`src/rtl/mips_pipe_pkg.sv`:
```
// +--------------------------------------------------------------------------+
// | mips_pipe_pkg : shared pipeline types and constants for the MIPS core    |
// | Rev 1.0                                                                  |
// +--------------------------------------------------------------------------+
`default_nettype none

package mips_pipe_pkg;

  localparam logic [31:0] c_nop_instr = 32'h0000_0000;  // sll $0,$0,0
  localparam logic [31:0] c_reset_pc  = 32'h0000_0000;
  localparam logic [31:0] c_pc_step   = 32'd4;

  typedef enum logic [0:0] {
    BOOT = 1'b0,
    RUN  = 1'b1
  } if_state_t;

  typedef struct packed {
    logic [31:0] pc4;
    logic [31:0] instr;
    logic        valid;
  } ifid_t;

  function automatic logic [31:0] sat_inc(input logic [31:0] v);
    return (v == 32'hFFFF_FFFF) ? v : v + 32'd1;
  endfunction

endpackage

`default_nettype wire

```
`src/rtl/mips_if_skid.sv`:
```
// +--------------------------------------------------------------------------+
// | mips_if_skid : one-entry 32-bit skid register for the fetch stage        |
// | Rev 1.0                                                                  |
// +--------------------------------------------------------------------------+
`default_nettype none

module mips_if_skid (
  input  logic        clk,
  input  logic        reset,
  input  logic        i_capture,
  input  logic        i_clear,
  input  logic [31:0] i_data,
  output logic [31:0] o_data,
  output logic        o_valid
);

  logic [31:0] r_data;
  logic        r_valid;

  // Only the first capture after a clear is kept; later ones would be stale.
  always_ff @(posedge clk or negedge reset) begin
    if (!reset) begin
      r_data  <= 32'h0;
      r_valid <= 1'b0;
    end else if (i_clear) begin
      r_valid <= 1'b0;
    end else if (i_capture && !r_valid) begin
      r_data  <= i_data;
      r_valid <= 1'b1;
    end
  end

  assign o_data  = r_data;
  assign o_valid = r_valid;

endmodule

`default_nettype wire

```
`src/rtl/mips_if_stage.sv`:
```
// +--------------------------------------------------------------------------+
// | mips_if_stage : MIPS instruction fetch stage (PC, imem issue, IF/ID reg) |
// | Optional perf counters enabled by macro MIPS_IF_PERF_CNT_EN              |
// | Rev 1.0                                                                  |
// +--------------------------------------------------------------------------+
`default_nettype none

module mips_if_stage
  import mips_pipe_pkg::*;
#(
  parameter logic [31:0] RESET_PC  = c_reset_pc,
  parameter logic [31:0] NOP_INSTR = c_nop_instr
) (
  input  logic        clk,
  input  logic        reset,
  input  logic        stall_i,
  input  logic        redirect_i,
  input  logic [31:0] redirect_pc_i,
  output logic [31:0] imem_addr_o,
  output logic        imem_rd_o,
  input  logic [31:0] imem_data_i,
  output logic [31:0] ifid_pc4_o,
  output logic [31:0] ifid_instr_o,
  output logic        ifid_valid_o
`ifdef MIPS_IF_PERF_CNT_EN
  ,
  output logic [31:0] perf_fetch_o,
  output logic [31:0] perf_stall_o,
  output logic [31:0] perf_squash_o
`endif
);

  if_state_t   r_state;
  logic [31:0] r_pc;
  logic [31:0] r_inflight_pc;
  logic        r_inflight_valid;
  ifid_t       r_ifid;

  logic        w_boot;
  logic        w_issue;
  logic        w_advance;
  logic        w_stall;
  logic        w_skid_valid;
  logic [31:0] w_skid_data;
  logic [31:0] w_fetch_data;

  assign w_boot    = (r_state == BOOT);
  assign w_issue   = reset & (w_boot | ~stall_i | redirect_i);
  assign w_advance = ~w_boot & ~stall_i & ~redirect_i;
  assign w_stall   = stall_i & ~redirect_i;

  // Redirect target goes straight to memory so only one slot is squashed.
  assign imem_addr_o = redirect_i ? redirect_pc_i : r_pc;
  assign imem_rd_o   = w_issue;

  mips_if_skid u_skid (
    .clk       (clk),
    .reset     (reset),
    .i_capture (w_stall & ~w_boot & r_inflight_valid),
    .i_clear   (w_advance | redirect_i),
    .i_data    (imem_data_i),
    .o_data    (w_skid_data),
    .o_valid   (w_skid_valid)
  );

  assign w_fetch_data = w_skid_valid ? w_skid_data : imem_data_i;

  always_ff @(posedge clk or negedge reset) begin
    if (!reset) begin
      r_state          <= BOOT;
      r_pc             <= RESET_PC;
      r_inflight_pc    <= RESET_PC;
      r_inflight_valid <= 1'b0;
      r_ifid           <= '{pc4: 32'h0, instr: NOP_INSTR, valid: 1'b0};
    end else begin
      r_state <= RUN;

      if (redirect_i)
        r_pc <= redirect_pc_i + c_pc_step;
      else if (w_issue)
        r_pc <= r_pc + c_pc_step;

      if (w_issue) begin
        r_inflight_pc    <= imem_addr_o;
        r_inflight_valid <= 1'b1;
      end

      if (redirect_i) begin
        r_ifid.valid <= 1'b0;
        r_ifid.instr <= NOP_INSTR;
      end else if (w_advance) begin
        r_ifid.pc4   <= r_inflight_pc + c_pc_step;
        r_ifid.instr <= r_inflight_valid ? w_fetch_data : NOP_INSTR;
        r_ifid.valid <= r_inflight_valid;
      end
    end
  end

  assign ifid_pc4_o   = r_ifid.pc4;
  assign ifid_instr_o = r_ifid.instr;
  assign ifid_valid_o = r_ifid.valid;

`ifdef MIPS_IF_PERF_CNT_EN
  logic [31:0] r_perf_fetch;
  logic [31:0] r_perf_stall;
  logic [31:0] r_perf_squash;

  always_ff @(posedge clk or negedge reset) begin
    if (!reset) begin
      r_perf_fetch  <= 32'h0;
      r_perf_stall  <= 32'h0;
      r_perf_squash <= 32'h0;
    end else begin
      if (w_advance && r_inflight_valid) r_perf_fetch  <= sat_inc(r_perf_fetch);
      if (w_stall)                       r_perf_stall  <= sat_inc(r_perf_stall);
      if (redirect_i)                    r_perf_squash <= sat_inc(r_perf_squash);
    end
  end

  assign perf_fetch_o  = r_perf_fetch;
  assign perf_stall_o  = r_perf_stall;
  assign perf_squash_o = r_perf_squash;
`endif

endmodule

`default_nettype wire
```
`config.mk`:
```
export PLATFORM = sky130hd
export DESIGN_NAME = mips_if_stage
export DESIGN_NICKNAME = d
export VERILOG_FILES = /design/src/rtl/mips_pipe_pkg.sv /design/src/rtl/mips_if_skid.sv /design/src/rtl/mips_if_stage.sv
export SDC_FILE = /design/constraint.sdc
export NUM_CORES = 1
export LEC_CHECK = 0
export CAP_MARGIN = 20
export CORE_ASPECT_RATIO = 0.8
export CORE_MARGIN = 3
export CORE_UTILIZATION = 47
export CTS_CLUSTER_DIAMETER = 30
export CTS_CLUSTER_SIZE = 10
export DETAILED_ROUTE_END_ITERATION = 10
export PLACE_DENSITY_LB_ADDON = 0.05
export SLEW_MARGIN = 20
export SYNTH_ARGS = -nofsm -noshare
export SYNTH_HDL_FRONTEND = slang
export SYNTH_SLANG_ARGS = --single-unit
```
`constraint.sdc`:
```
create_clock -name clk -period 1.8 [get_ports clk]
set_input_delay 0.36 -clock clk [delete_from_list [all_inputs] [get_ports clk]]
set_output_delay 0.36 -clock clk [all_outputs]
set_load 0.005 [all_outputs]
```
==> metrics.md <==
| Metric | Value |
|---|---|
| Synth area leaders | `dfrtp_1 (51%), mux2_2 (8.7%), mux2i_1 (6.3%), nand2_1 (4.6%), o21ai_0 (3.5%)` |
| CP Class | `input port to register` |
| FF-to-FF setup slack | `-0.07 ns` |
| GR met2 Demand/Resource | `between 30% and 40%` |
| Clock Skew | `around 0.0088 ns` |
| GR Layer Usage met1 | `about a third` |
| Port Buf Inserts | `between 150 and 200` |
| Total CTS buffers | `17` |
| Pin count of the biggest net entering global routing | `118` |
| Crit path DAT | `about 2.2 ns` |
| Mapped cell area | `just over 0.008 sq mm` |
| NumNets Final | `between 1,000 and 1,500` |
| Overall routed net length | `around 23 mm` |
| EDFF count, synth | `0` |
| Area grow syn2layout | `50.5%` |
| R2r endpoint | `r_pc[29]$_DFFE_PN0P_` |
| Post-synth top area share | `around half` |
| Kind of cell adding the most delay to the critical path | `buffers and inverters` |
| Clock root buffer | `clkbuf_16` |
| Synth Warn # | `0` |
| Vias | `between 6,000 and 7,000` |
| Final WS setup | `-0.0747 ns` |
| Post-synthesis sequential area ratio | `about half` |
| Final cycle utilization of the critical path | `104%` |
| Post-DRT Antenna Nets | `0` |
| WP buf/inv | `4` |
| Slowest CP cell | `clkdlybuf4s50_1` |
| HP Start | `redirect_i` |
| DR iter-0 viols | `slightly below 500` |
| Most frequent cells in the layout | `dfrtp_1 (161), buf_4 (140), clkdlybuf4s50_1 (119), nand2_1 (97), o21ai_0 (57)` |
| # setup viols final | `19` |
| Share of layout cells above drive strength 1 | `31.1%` |
| Slowest stage delay, CP | `~0.46 ns` |
| Row cnt | `42` |
| Reg clk slew, reported paths | `~0.060 ns` |
| Insertion delay of the later-clocked pin in the worst-skew pair | `approximately 0.43 ns` |
| F_max | `around 530 MHz` |
| Placed cell count | `around 1,200` |
| Hold WS | `around 0.38 ns` |
| Yosys top cell by area | `dfrtp_1` |
| Antenna fix cells | `0` |
| CTS tree | `yes` |
| Post-DR vias/cell | `around 5.3` |
| Req. time, crit path | `roughly 2.1 ns` |
| Peak VDD IR | `around 710 uV` |
| Most common cell after layout, fill and taps aside | `dfrtp_1` |
| Worst Hold End | `r_pc[0]$_DFFE_PN0P_` |
| Worst Tran Pin Value | `~0.6 ns` |
| Crit-path most repeated cell | `buf_4` |
| H-tree depth | `4` |
| RSZ-0062 raised after global routing | `yes` |
| Placer's final routability congestion estimate | `between 0.8 and 0.9` |
| Pwr dens | `around 950 mW/mm^2` |
| Hold Fails Final Rpt | `0` |
| Cell count of the worst reg-to-reg path | `7` |
| CP Cell Sequence | `clkdlybuf4s50_1 > mux2i_1 > buf_4 > buf_4 > a21oi_4 > buf_4 > nand4_1 > o31a_1 > o31ai_2` |
| Netlist cell types | `55` |
| Gate Count Post-Synth | `~760` |
| Ys async rst share | `100%` |
| First-pass DRT Iterations | `5` |
| Initial antenna violation count | `0` |
| Worst reg2reg startpoint | `r_pc[12]$_DFFE_PN0P_` |
| Minimum clock period | `about 1.9 ns` |
| Crit path max fanout | `3` |
| IO Count | `166` |
| First-pass GRT wire length | `~36 mm` |
| Core area | `between 0.015 and 0.02 sq mm` |
| Initial Util | `around half` |
| Hold Path Class | `input port to register` |
| Gr usage total | `between 20 and 25%` |
| GR peak layer | `met2` |
| Clk sinks | `164` |
| Max Cap Violations | `0` |
| CP Launch Type | `input port` |
| Lkg Pwr | `between 5 and 6 nW` |
| Per-cell routed wire length | `17.9 um` |
| Worst hold path depth | `3` |
| Vias in the first global route | `around 6,900` |
| Final std cells w/o fill | `approximately 1,300` |
| Critical Path End Type | `register` |
| Deepest clock path buffer count | `2` |
| Total grt overflow | `0` |
| Die X | `about 150 um` |
| DRC | `0` |
| Most used DFF post-synth | `dfrtp_1` |
| Met3 usage | `under 10%` |
| Syn Area/Cell | `between 10 and 15 sq um` |
| Die footprint | `around 0.019 sq mm` |
| Die height | `approximately 120 um` |
| Slew margin rel. | `about three fifths` |
| Max-slew violation count | `0` |
| Syn Nets | `about 830` |
| Violated checks | `setup timing` |
| Status | `complete, but fails checks` |
| FF+latch count, synth | `approximately 160` |
| Detailed placement HPWL | `16.4 mm` |
cell usage after synthesis, drive strengths merged (3+ instances only):
cell	instances
dfrtp	164
nand2	99
mux2	62
o21ai	57
mux2i	51
a21oi	47
nor2	42
xor2	25
clkbuf	22
inv	21
buf	20
nand3	19
nand4	19
xnor2	17
o31ai	11
and3	10
nor4	9
nor3	7
o31a	7
nand3b	5
o21a	5
and2	4
and4	4
nand4b	4
a21o	3
nor2b	3
tightest hold or removal path: cells and delay by family:
family | cells | cell delay, ns
mux | 1 | 0.15
buf+inv | 2 | 0.27
worst max-delay path by stage:
stage                         start                   end  slack, ns  cells past startpoint
2_1_floorplan            redirect_i  r_pc[26]$_DFFE_PN0P_      -0.38                     11
5_1_grt           redirect_pc_i[26]  r_pc[30]$_DFFE_PN0P_      -0.18                      9
4_1_cts        r_pc[12]$_DFFE_PN0P_  r_pc[24]$_DFFE_PN0P_      -0.08                      7
3_5_place_dp      redirect_pc_i[11]  r_pc[31]$_DFFE_PN0P_      -0.66                      6
6_report          redirect_pc_i[26]  r_pc[30]$_DFFE_PN0P_      -0.07                      9
3_3_place_gp      redirect_pc_i[11]  r_pc[31]$_DFFE_PN0P_      -0.57                      6
flip-flops by register name, summed over array words and instances, names as in the netlist:
name	count
r_state	1
ifid_valid_o	1
ifid_instr_o	32
u_skid.o_valid	1
u_skid.o_data	32
r_pc	32
r_inflight_pc	32
r_inflight_valid	1
ifid_pc4_o	32
stage by stage:
stage | utilization (%) | power [mW] | setup TNS [ns] | area [sq um] | setup slack [ns]
global placement | 65.0 | 7.53 | -38.53 | 10800 | -0.571
global route | 72.9 | 12.1 | -2.41 | 12100 | -0.179
floorplan | - | 5.97 | -3.38 | 8150 | -0.381
detailed placement | 65.0 | 7.66 | -41.49 | 10800 | -0.664
finish | 72.9 | 11.6 | -0.312 | 12100 | -0.0747
CTS | 71.4 | 11.5 | -0.293 | 11900 | -0.0752
cell families (layout without fill, tap and decap cells):
| group | Yosys count | count (layout) | share of synthesized area (%) |
|---|---|---|---|
| buffers and inverters | 64 | 385 | 3.66 |
| and+or+nand+nor | 231 | 232 | 14.8 |
| xor gates and xnor gates | 42 | 42 | 4.56 |
| other | 1 | 1 | 0.0465 |
| AOI/OAI and AO/OA | 142 | 142 | 10.8 |
| adders and majority gates | 2 | 2 | 0.310 |
| DFF | 164 | 164 | 50.9 |
| muxes | 113 | 113 | 15.0 |
per-layer routing:
metal | vias up | wire (um)
met5 | - | 0
met4 | 0 | 281
met3 | 23 | 1200
met2 | 197 | 10700
met1 | 3404 | 11200
li1 | 3308 | -
timing repair:
item / CTS / global route
gates resized for setup: 115 / 43
endpoints found under the setup margin: 47 / 65
hold endpoints to repair: 16 / 0
gates cloned: 3 / 2
buffers inserted: 33 / 12
pin swaps: 10 / 10
hold buffers: 1 / 0
power breakdown:
| group | switching (mW) | internal, mW | leakage [nW] |
|---|---|---|---|
| Clock | 1.56 | 2.15 | 0.284 |
| Combinational | 1.33 | 1.79 | 3.08 |
| Sequential | 0.450 | 4.32 | 1.98 |
| Total | 3.34 | 8.25 | 5.35 |
layout make-up:
cell class | count | area (sq um)
inverter | 22 | 87.6
tap | 220 | 275
fill | 1200 | 4520
timing repair buffer | 331 | 3080
clock buffer | 20 | 457
clock inverter | 12 | 149
multi-input combinational | 532 | 3990
sequential | 164 | 4110
(Power assumes the default switching activity.)
